<file path="config.mk">
export PLATFORM = sky130hd
export DESIGN_NAME = input_feeder_flat
export DESIGN_NICKNAME = d
export VERILOG_FILES = /design/src/rtl/systolic_pkg.sv /design/src/rtl/input_feeder_if.sv /design/src/rtl/skew_delay_line.sv /design/src/rtl/input_feeder.sv /design/src/flat_wrapper.sv
export SDC_FILE = /design/constraint.sdc
export NUM_CORES = 1
export LEC_CHECK = 0
export ABC_AREA = 1
export BUFFER_PORTS_ARGS = -buffer_cell sky130_fd_sc_hd__buf_2
export CORE_ASPECT_RATIO = 1.25
export CORE_MARGIN = 3
export CORE_UTILIZATION = 59
export DETAILED_ROUTE_END_ITERATION = 8
export PLACE_DENSITY = 0.79
export SLEW_MARGIN = 15
export SYNTH_ARGS = -nofsm -noshare
export SYNTH_HDL_FRONTEND = slang
export SYNTH_HIERARCHICAL = 1
export SYNTH_SLANG_ARGS = --single-unit
export TNS_END_PERCENT = 5
</file>
<file path="constraint.sdc">
create_clock -name clk -period 2.4 [get_ports clk]
set_clock_uncertainty 0.1 [all_clocks]
set_input_delay 0 -clock clk [delete_from_list [all_inputs] [get_ports clk]]
set_output_delay 0 -clock clk [all_outputs]
set_load 0.01 [all_outputs]
</file>
<file path="src/rtl/systolic_pkg.sv">
// Shared systolic-array definitions: default geometry, the input-feeder FSM
// encoding and a saturating counter helper used by the optional perf counters.
package systolic_pkg;

   localparam int SYSTOLIC_ARRAY_WIDTH = 16;
   localparam int DATA_WIDTH_IN        = 8;
   localparam int PERF_CNT_W           = 32;

   typedef enum logic [1:0] {
      IDLE   = 2'd0,
      WAIT_W = 2'd1,
      STREAM = 2'd2,
      DRAIN  = 2'd3
   } feeder_state_t;

   // Width of a counter that must hold values 0..n-1 (never narrower than 1 bit).
   function automatic int cnt_width(input int n);
      return (n > 1) ? $clog2(n) : 1;
   endfunction

   function automatic logic [PERF_CNT_W-1:0] sat_inc(input logic [PERF_CNT_W-1:0] v);
      return (&v) ? v : v + 1'b1;
   endfunction

endpackage

</file>
<file path="src/rtl/input_feeder_if.sv">
// Input-vector handshake between the activation source (master) and the
// systolic input feeder (slave).
interface input_feeder_if #(
   parameter int N  = systolic_pkg::SYSTOLIC_ARRAY_WIDTH,
   parameter int DW = systolic_pkg::DATA_WIDTH_IN
) ();

   logic            in_valid;
   logic            in_ready;
   logic [N*DW-1:0] in_data;
   logic            in_last;

   modport master (
      output in_valid,
      output in_data,
      output in_last,
      input  in_ready
   );

   modport slave (
      input  in_valid,
      input  in_data,
      input  in_last,
      output in_ready
   );

endinterface

</file>
<file path="src/rtl/skew_delay_line.sv">
// Fixed-depth register delay line carrying one row's {data, valid, switch}
// beat; DEPTH stages give a latency of exactly DEPTH cycles.
module skew_delay_line #(
   parameter int DEPTH = 1,
   parameter int W     = 10
) (
   input  logic         clk,
   input  logic         rst_n,
   input  logic [W-1:0] d_i,
   output logic [W-1:0] q_o
);

   logic [W-1:0] stage_q [DEPTH];

   // NOTE: every stage is reset, not just the output, so a reset mid-tile
   // cannot release stale valid/switch beats afterwards.
   always_ff @(posedge clk or negedge rst_n) begin
      if (!rst_n) begin
         for (int i = 0; i < DEPTH; i++) begin
            stage_q[i] <= '0;
         end
      end else begin
         stage_q[0] <= d_i;
         for (int i = 1; i < DEPTH; i++) begin
            stage_q[i] <= stage_q[i-1];
         end
      end
   end

   assign q_o = stage_q[DEPTH-1];

endmodule

</file>
<file path="src/rtl/input_feeder.sv">
// Feeds input vectors into column 0 of the systolic array with a triangular
// row skew; optional perf counters are built when INPUT_FEEDER_PERF_EN is defined.
module input_feeder #(
   parameter int SYSTOLIC_ARRAY_WIDTH = systolic_pkg::SYSTOLIC_ARRAY_WIDTH,
   parameter int DATA_WIDTH_IN        = systolic_pkg::DATA_WIDTH_IN
) (
   input  logic                                    clk,
   input  logic                                    rst_n,
   input_feeder_if.slave                           in_if,
   input  logic                                    w_loaded,
   output logic                                    w_consumed,
   output logic [SYSTOLIC_ARRAY_WIDTH*DATA_WIDTH_IN-1:0] feed_input,
   output logic [SYSTOLIC_ARRAY_WIDTH-1:0]         feed_valid,
   output logic [SYSTOLIC_ARRAY_WIDTH-1:0]         feed_switch,
   output logic                                    busy
`ifdef INPUT_FEEDER_PERF_EN
   ,
   output logic [31:0]                             beat_count,
   output logic [31:0]                             bubble_count
`endif
);

   import systolic_pkg::*;

   localparam int N     = SYSTOLIC_ARRAY_WIDTH;
   localparam int DW    = DATA_WIDTH_IN;
   localparam int BW    = DW + 2;
   localparam int CNT_W = cnt_width(N);
   localparam logic [CNT_W-1:0] DRAIN_LAST = CNT_W'(N - 2);

   feeder_state_t    state_q, state_d;
   logic             head_q, head_d;
   logic [CNT_W-1:0] drain_cnt_q, drain_cnt_d;
   logic             w_consumed_q;
   logic             ready;
   logic             hs;

   assign ready        = (state_q == STREAM);
   assign in_if.in_ready = ready;
   assign hs           = in_if.in_valid && ready;
   assign busy         = (state_q != IDLE);
   assign w_consumed   = w_consumed_q;

   // NOTE: every output of this block is given a default first, so no path
   // through the case can leave a variable unassigned and infer a latch.
   always_comb begin
      state_d     = state_q;
      head_d      = head_q;
      drain_cnt_d = drain_cnt_q;

      case (state_q)
         IDLE: begin
            if (in_if.in_valid) state_d = WAIT_W;
         end
         WAIT_W: begin
            if (w_loaded) state_d = STREAM;
         end
         STREAM: begin
            if (hs && in_if.in_last) begin
               state_d     = (N > 1) ? DRAIN : IDLE;
               drain_cnt_d = '0;
            end
         end
         DRAIN: begin
            if (drain_cnt_q == DRAIN_LAST) begin
               state_d = in_if.in_valid ? WAIT_W : IDLE;
            end else begin
               drain_cnt_d = drain_cnt_q + 1'b1;
            end
         end
         default: state_d = IDLE;
      endcase

      // The head flag re-arms whenever we are outside STREAM, so each tile's
      // first accepted beat carries the weight switch.
      if (state_q != STREAM) begin
         head_d = 1'b1;
      end else if (hs) begin
         head_d = 1'b0;
      end
   end

   // NOTE: sequential state uses non-blocking assignments so every register
   // samples the pre-edge value of the others.
   always_ff @(posedge clk or negedge rst_n) begin
      if (!rst_n) begin
         state_q      <= IDLE;
         head_q       <= 1'b1;
         drain_cnt_q  <= '0;
         w_consumed_q <= 1'b0;
      end else begin
         state_q      <= state_d;
         head_q       <= head_d;
         drain_cnt_q  <= drain_cnt_d;
         w_consumed_q <= hs && head_q;
      end
   end

   logic [BW-1:0] row_d [N];
   logic [BW-1:0] row_q [N];

   for (genvar r = 0; r < N; r++) begin : g_row
      // A cycle without a handshake launches an all-zero bubble down the row.
      assign row_d[r] = hs ? {in_if.in_data[r*DW +: DW], 1'b1, head_q} : '0;

      skew_delay_line #(
         .DEPTH (r + 1),
         .W     (BW)
      ) u_skew (
         .clk   (clk),
         .rst_n (rst_n),
         .d_i   (row_d[r]),
         .q_o   (row_q[r])
      );

      assign feed_input[r*DW +: DW] = row_q[r][BW-1:2];
      assign feed_valid[r]          = row_q[r][1];
      assign feed_switch[r]         = row_q[r][0];
   end

`ifdef INPUT_FEEDER_PERF_EN
   logic [PERF_CNT_W-1:0] beat_count_q;
   logic [PERF_CNT_W-1:0] bubble_count_q;

   always_ff @(posedge clk or negedge rst_n) begin
      if (!rst_n) begin
         beat_count_q   <= '0;
         bubble_count_q <= '0;
      end else begin
         if (hs) beat_count_q <= sat_inc(beat_count_q);
         if (ready && !in_if.in_valid) bubble_count_q <= sat_inc(bubble_count_q);
      end
   end

   assign beat_count   = beat_count_q;
   assign bubble_count = bubble_count_q;
`endif

endmodule

</file>
<file path="src/flat_wrapper.sv">
// flat-port wrapper written by rule: the top's interface ports become plain ports
module input_feeder_flat import systolic_pkg::*;
#(
   parameter int SYSTOLIC_ARRAY_WIDTH = systolic_pkg::SYSTOLIC_ARRAY_WIDTH,
   parameter int DATA_WIDTH_IN        = systolic_pkg::DATA_WIDTH_IN
)
  (clk, rst_n, w_loaded, w_consumed, feed_input, feed_valid, feed_switch, busy, in_if_in_valid, in_if_in_data, in_if_in_last, in_if_in_ready);
  input_feeder_if in_if_i ();
  input  logic clk;
  input  logic rst_n;
  input  logic w_loaded;
  output logic w_consumed;
  output logic [SYSTOLIC_ARRAY_WIDTH*DATA_WIDTH_IN-1:0] feed_input;
  output logic [SYSTOLIC_ARRAY_WIDTH-1:0] feed_valid;
  output logic [SYSTOLIC_ARRAY_WIDTH-1:0] feed_switch;
  output logic busy;
  input wire logic [$bits(in_if_i.in_valid)-1:0] in_if_in_valid;
  input wire logic [$bits(in_if_i.in_data)-1:0] in_if_in_data;
  input wire logic [$bits(in_if_i.in_last)-1:0] in_if_in_last;
  output wire logic [$bits(in_if_i.in_ready)-1:0] in_if_in_ready;
  assign in_if_i.in_valid = in_if_in_valid;
  assign in_if_i.in_data = in_if_in_data;
  assign in_if_i.in_last = in_if_in_last;
  assign in_if_in_ready = in_if_i.in_ready;
  input_feeder #(.SYSTOLIC_ARRAY_WIDTH(SYSTOLIC_ARRAY_WIDTH), .DATA_WIDTH_IN(DATA_WIDTH_IN)) u_core (.clk(clk), .rst_n(rst_n), .in_if(in_if_i), .w_loaded(w_loaded), .w_consumed(w_consumed), .feed_input(feed_input), .feed_valid(feed_valid), .feed_switch(feed_switch), .busy(busy));
endmodule
</file>
Word-level counts from Yosys, hierarchy flattened
Index checks and enable logic that the tools add are counted.
- register bits after elaboration: 1368
- input port bits: 133
- output and inout bits: 163
- word-level logic and storage cells: 187
- add/subtract/negate cells: 1
- equal/unequal tests: 10
- muxes and demuxes: 27
- reductions and logical operators: 9
- operators by type and width (cell ; number):
    10-bit 2-to-1 mux ; 16
    2-bit inequality test (second input constant) ; 5
    2-bit 2-to-1 mux ; 4
    4-bit 2-to-1 mux ; 2
    2-bit case mux with 4 select lines ; 1
    4-bit case mux with 2 select lines ; 1
    2-bit nonzero test ; 3
    4-bit by 1-bit adder with 4-bit output (second input constant) ; 1
    2-bit equality test (second input constant) ; 2
    4-bit equality test (second input constant) ; 1
    4-bit AND reduction ; 1
    1-bit logical AND ; 3
    1-bit 2-to-1 mux ; 3
    3-bit AND reduction ; 1
    2-bit by 1-bit equality test with 1-bit output (second input constant) ; 1
    2-bit zero test ; 1
    2-bit by 1-bit inequality test with 1-bit output (second input constant) ; 1

Logic depth before layout (Yosys ltp)
- depth in word-level cells: 5
- depth in mapped cells: 8

Hierarchy
Netlist, hierarchy kept.
- by module, submodules not included (module ; times used ; cells an instance ; area an instance (um^2) ; sequential area each (um^2)):
    skew_delay_line at u_core.g_row[15].u_skew ; 1 ; 170 ; 4078.9 ; 4003.8
    skew_delay_line at u_core.g_row[14].u_skew ; 1 ; 160 ; 3828.7 ; 3753.6
    skew_delay_line at u_core.g_row[13].u_skew ; 1 ; 150 ; 3578.4 ; 3503.4
    skew_delay_line at u_core.g_row[12].u_skew ; 1 ; 140 ; 3328.2 ; 3253.1
    skew_delay_line at u_core.g_row[11].u_skew ; 1 ; 130 ; 3078.0 ; 3002.9
    skew_delay_line at u_core.g_row[10].u_skew ; 1 ; 120 ; 2827.7 ; 2752.6
    skew_delay_line at u_core.g_row[9].u_skew ; 1 ; 110 ; 2577.5 ; 2502.4
    skew_delay_line at u_core.g_row[8].u_skew ; 1 ; 100 ; 2327.2 ; 2252.2
    skew_delay_line at u_core.g_row[7].u_skew ; 1 ; 90 ; 2077.0 ; 2001.9
    skew_delay_line at u_core.g_row[6].u_skew ; 1 ; 80 ; 1826.8 ; 1751.7
    input_feeder ; 1 ; 342 ; 1655.3 ; 201.4
    skew_delay_line at u_core.g_row[5].u_skew ; 1 ; 70 ; 1576.5 ; 1501.4
    skew_delay_line at u_core.g_row[4].u_skew ; 1 ; 60 ; 1326.3 ; 1251.2
    skew_delay_line at u_core.g_row[3].u_skew ; 1 ; 50 ; 1076.0 ; 1001.0
    +3 rows ; n/a ; n/a ; n/a ; n/a

Worst setup path after synthesis
No wires, ideal clock.
- path type: register -> register
- from: register u_core.state_q[0]
- to: register u_core.g_row[0].u_skew.stage_q (netlist bit u_core/g_row[0].u_skew/q_o[0])
- library setup time: 181 ps
- data arrival time: 1651 ps
- path slack: 468 ps
- stages on the path, launching flop included: 7
- path buffers: 2
- clock period less this slack: 1932 ps
- cell sequence: dfrtp_1 > inv_1 > ha_1 > nand2_1 > buf_6 > buf_6 > nor2_1
- longest elaborated chain between the ends: 3
- RTL lines (element ; RTL line ; source):
    start, declared ; input_feeder.sv:31 ; feeder_state_t state_q, state_d;
    start signal, assigned ; input_feeder.sv:92 ; state_q <= state_d;
    2-bit equality test ; input_feeder.sv:38 ; assign ready = (state_q == STREAM);
    via in_if_in_ready ; flat_wrapper.sv:20 ; output wire logic [$bits(in_if_i.in_ready)-1:0] in_if_in_ready;
    1-bit logical AND ; input_feeder.sv:40 ; assign hs = in_if.in_valid && ready;
    10-bit 2-to-1 mux ; input_feeder.sv:104 ; assign row_d[r] = hs ? {in_if.in_data[r*DW +: DW], 1'b1, head_q} : '0;
    end signal, assigned by index ; skew_delay_line.sv:25 ; stage_q[i] <= stage_q[i-1];
    end, declared ; skew_delay_line.sv:13 ; logic [W-1:0] stage_q [DEPTH];
The timed path passes the listed nets, and every way through them passes these cells.
A chain may end at the register's enable or synchronous reset.

==> results.toml <==
[outcome]
outcome = "completed"

[hold_path]
hp-start = "in_if_in_data[45]"
min_path_type = "input port to flip-flop"
worstHoldPathCells = 4
holdPathEnd = "u_core/g_row[5].u_skew/stage_q[57]"

[drt]
drt-total-wl_um = 71100
routed_via_density = 4.63
vias = 15422
postRouteAntennaNets = 0
route.detailed.drc = 0
wl_per_cell_um = 21.3
drt_first_pass_iters = 5
drt_iter0_markers = 806

[clocking]
cts_tree = "done"
numCtsBuffers = 118
cts_num_sinks = 1368
clockBufferDepth = 3
htreeDepth = 3
clock_latency_ns = 0.68
cts_setup_buffers = 0
cts_root_buffer = "clkbuf_16"
clk_pin_slew_ns = 0.07

[floorplanning]
start_util_pct = 60.1
coreArea_mm2 = 0.0613
die_h_um = 285
pin_count = 296
fp-row-count = 101
die_area_mm2 = 0.0654
die_w_um = 229

[critical_path]
worstPathCellList = "inv_1, ha_2, nand2_8, buf_4, nor2_1, dlygate4sd3_1"
critPathKind = "flip-flop to flip-flop"
slowest_delay_ns = 0.59
crit_arrival_ns = 2.68
crit_buf_inv = 3
r2r-end = "u_core/g_row[10].u_skew/stage_q[108]"
worstPathRequired_ns = 2.89
worstPathMaxFanout = 22
cp_slowest_cell = "dlygate4sd3_1"
rrSetupSlack_ns = 0.21
reg2reg_depth = 6
crit_family = "buffers and inverters"
start_kind = "flip-flop"
r2r-start = "u_core/state_q[0]"
cp-end-kind = "flip-flop"

[grt]
grt_pass1_wl_um = 112000
grtUsageMet3_pct = 4.33
met1_usage_pct = 26.3
grtUsageTotal_pct = 22.9
grt_pass1_vias = 19048
overflow = 0
grt_max_degree = 100
grt-busiest-layer = "met2"
antenna_found_initial = 2
use_met2_pct = 43.0

[finish]
finalNetCount = 2546
area_delta_synth_final_pct = 23.2
drive_above_1_share_pct = 22.2
seqCellArea_mm2 = 0.0342
fill_cells = 3154
instances_no_fill = 3330
final_util_pct = 74.0
multi_input_area_um2 = 816

[sta]
setup_viol = 0
rsz0062_at_grt = "false"
worst_pin_slew_ns = 0.539
hold_viol = 0
fmax_ghz = 0.456
max_slew_margin_pct = 64.1
period_minus_slack_ns = 2.19
drv_slew = 0
setup_tns_ns = 0
fin_crit_sh_pct = 91.3

[logic_synthesis]
synth_cell_types = 18
synth-seq-cells = 1368
synth-warning-count = 6
syn-num-nets = 1992
postSynthAreaPerCell_um2 = 19.9
syn-cell-area_mm2 = 0.0368
yosysSeqAreaShare_pct = 93.0
syn-instance-count = 1852

[power_and_ir_drop]
p_leak_nw = 24.8
ir_worst_vdd_uv = 743
total_power_w = 0.0504
power_density_mw_per_mm2 = 1110

[placed_design]
post-dp-hpwl_um = 31700
numPortBuffers = 295
placed_cells = 2854
gp_congestion = 0.822

[run]
maxCapViolations = 0
stage by stage:
stage	cell area [um2]	hold slack (ns)	setup slack, ns
CTS	45300	0.000800	0.137
global route	45400	0.00207	0.120
floorplan	36800	-0.396	0.468
finish	45400	0.0370	0.209
detailed placement	38700	-0.121	0.473
global placement	38700	-0.132	0.667
flip-flops by register name (all words and copies together) (netlist names):
name,cells
u_core/g_row.u_skew/stage_q,1200
u_core/state_q,2
u_core/drain_cnt_q,4
u_core/head_q,1
u_core/g_row.u_skew/q_o,160
u_core/w_consumed,1
layout by cell type, fill, tap and decap left out:
master,netlist,layout
buf_12,0,21
buf_2,0,294
buf_4,150,27
bufinv_16,0,11
clkbuf_1,3,21
clkbuf_16,0,118
clkbuf_8,0,32
clkinv_16,0,1
clkinv_2,0,18
clkinv_4,0,3
clkinv_8,0,2
clkinvlp_4,0,8
dfrtp_1,1367,1367
dfstp_2,1,1
diode_2,0,2
dlygate4sd3_1,0,256
ha_1,7,6
ha_2,0,1
inv_1,138,138
inv_16,0,1
inv_2,1,1
inv_6,0,3
nand2_1,27,26
nand2_8,0,1
nand3_1,5,5
nand3_2,1,1
nand3b_1,1,1
nand4_1,1,1
nor2_1,124,124
nor2_2,11,11
o21ai_0,2,2
or2_2,1,1
xnor2_1,1,1
worst min-delay path, stage by stage:
cell           delay [ns]
dlygate4sd3_1        0.53
buf_2                0.12
inv_1                0.05
nor2_1               0.05
cells in the mapped netlist:
cell type  count  share of area, %
inv_2          1             0.010
dfrtp_1     1367                93
clkbuf_1       3             0.031
nand2_1       27              0.28
nand3_2        1             0.027
inv_1        138               1.4
buf_6         11              0.34
o21ai_0        2             0.027
nor2_1       124               1.3
nand3b_1       1             0.020
dfstp_2        1             0.071
xnor2_1        1             0.024
ha_1           7              0.24
nand3_1        5             0.068
buf_4        150               3.1
nand4_1        1             0.017
or2_2          1             0.017
nor2_2        11              0.19
worst max-delay path by stage:
stage | from | endpoint | cells past startpoint
after global placement | u_core/state_q[0] | u_core/g_row[4].u_skew/stage_q[48] | 5
after CTS | u_core/state_q[0] | u_core/g_row[12].u_skew/stage_q[125] | 6
after floorplan | u_core/state_q[0] | u_core/g_row[0].u_skew/q_o[0] | 6
after detailed placement | u_core/state_q[0] | u_core/g_row[8].u_skew/stage_q[81] | 4
final | u_core/state_q[0] | u_core/g_row[10].u_skew/stage_q[108] | 6
after global routing | u_core/state_q[0] | u_core/g_row[10].u_skew/stage_q[108] | 6
power breakdown:
| part | total [W] | leakage [nW] | internal, W | switching (W) |
|---|---|---|---|---|
| clock network | 0.0198 | 2.00 | 0.0113 | 0.00849 |
| registers | 0.0280 | 18.7 | 0.0266 | 0.00141 |
| logic | 0.00266 | 4.03 | 0.000996 | 0.00166 |
| total | 0.0504 | 24.8 | 0.0388 | 0.0116 |
area by class of cell:
class	count	area share, %
inverter	139	1.15
clock inverter	47	1.36
antenna	2	0.0110
sequential	1368	75.5
clock buffer	171	7.66
multi-input combinational	181	1.80
tap	824	2.27
timing repair buffer	598	10.3
what timing repair did:
item	in CTS	in global routing
endpoints found under the hold margin	1519	0
setup endpoints to repair	0	2
gates resized for setup	0	2
hold buffers	256	0
metal layers:
| metal | up-vias | part of all wire, % |
|---|---|---|
| met3 | 150 | 4.2 |
| met2 | 428 | 57 |
| met4 | 0 | 3.1 |
| li1 | 6527 | - |
| met1 | 8317 | 35 |
| met5 | - | 0 |
logic make-up after synthesis:
group,Yosys count,synth area share (%)
simple gates,171,1.88
flops,1368,93.0
compound gates,2,0.0272
buf+inv,303,4.84
xor+xnor,1,0.0238
fa+ha+maj,7,0.238
(Power assumes the default switching activity.)
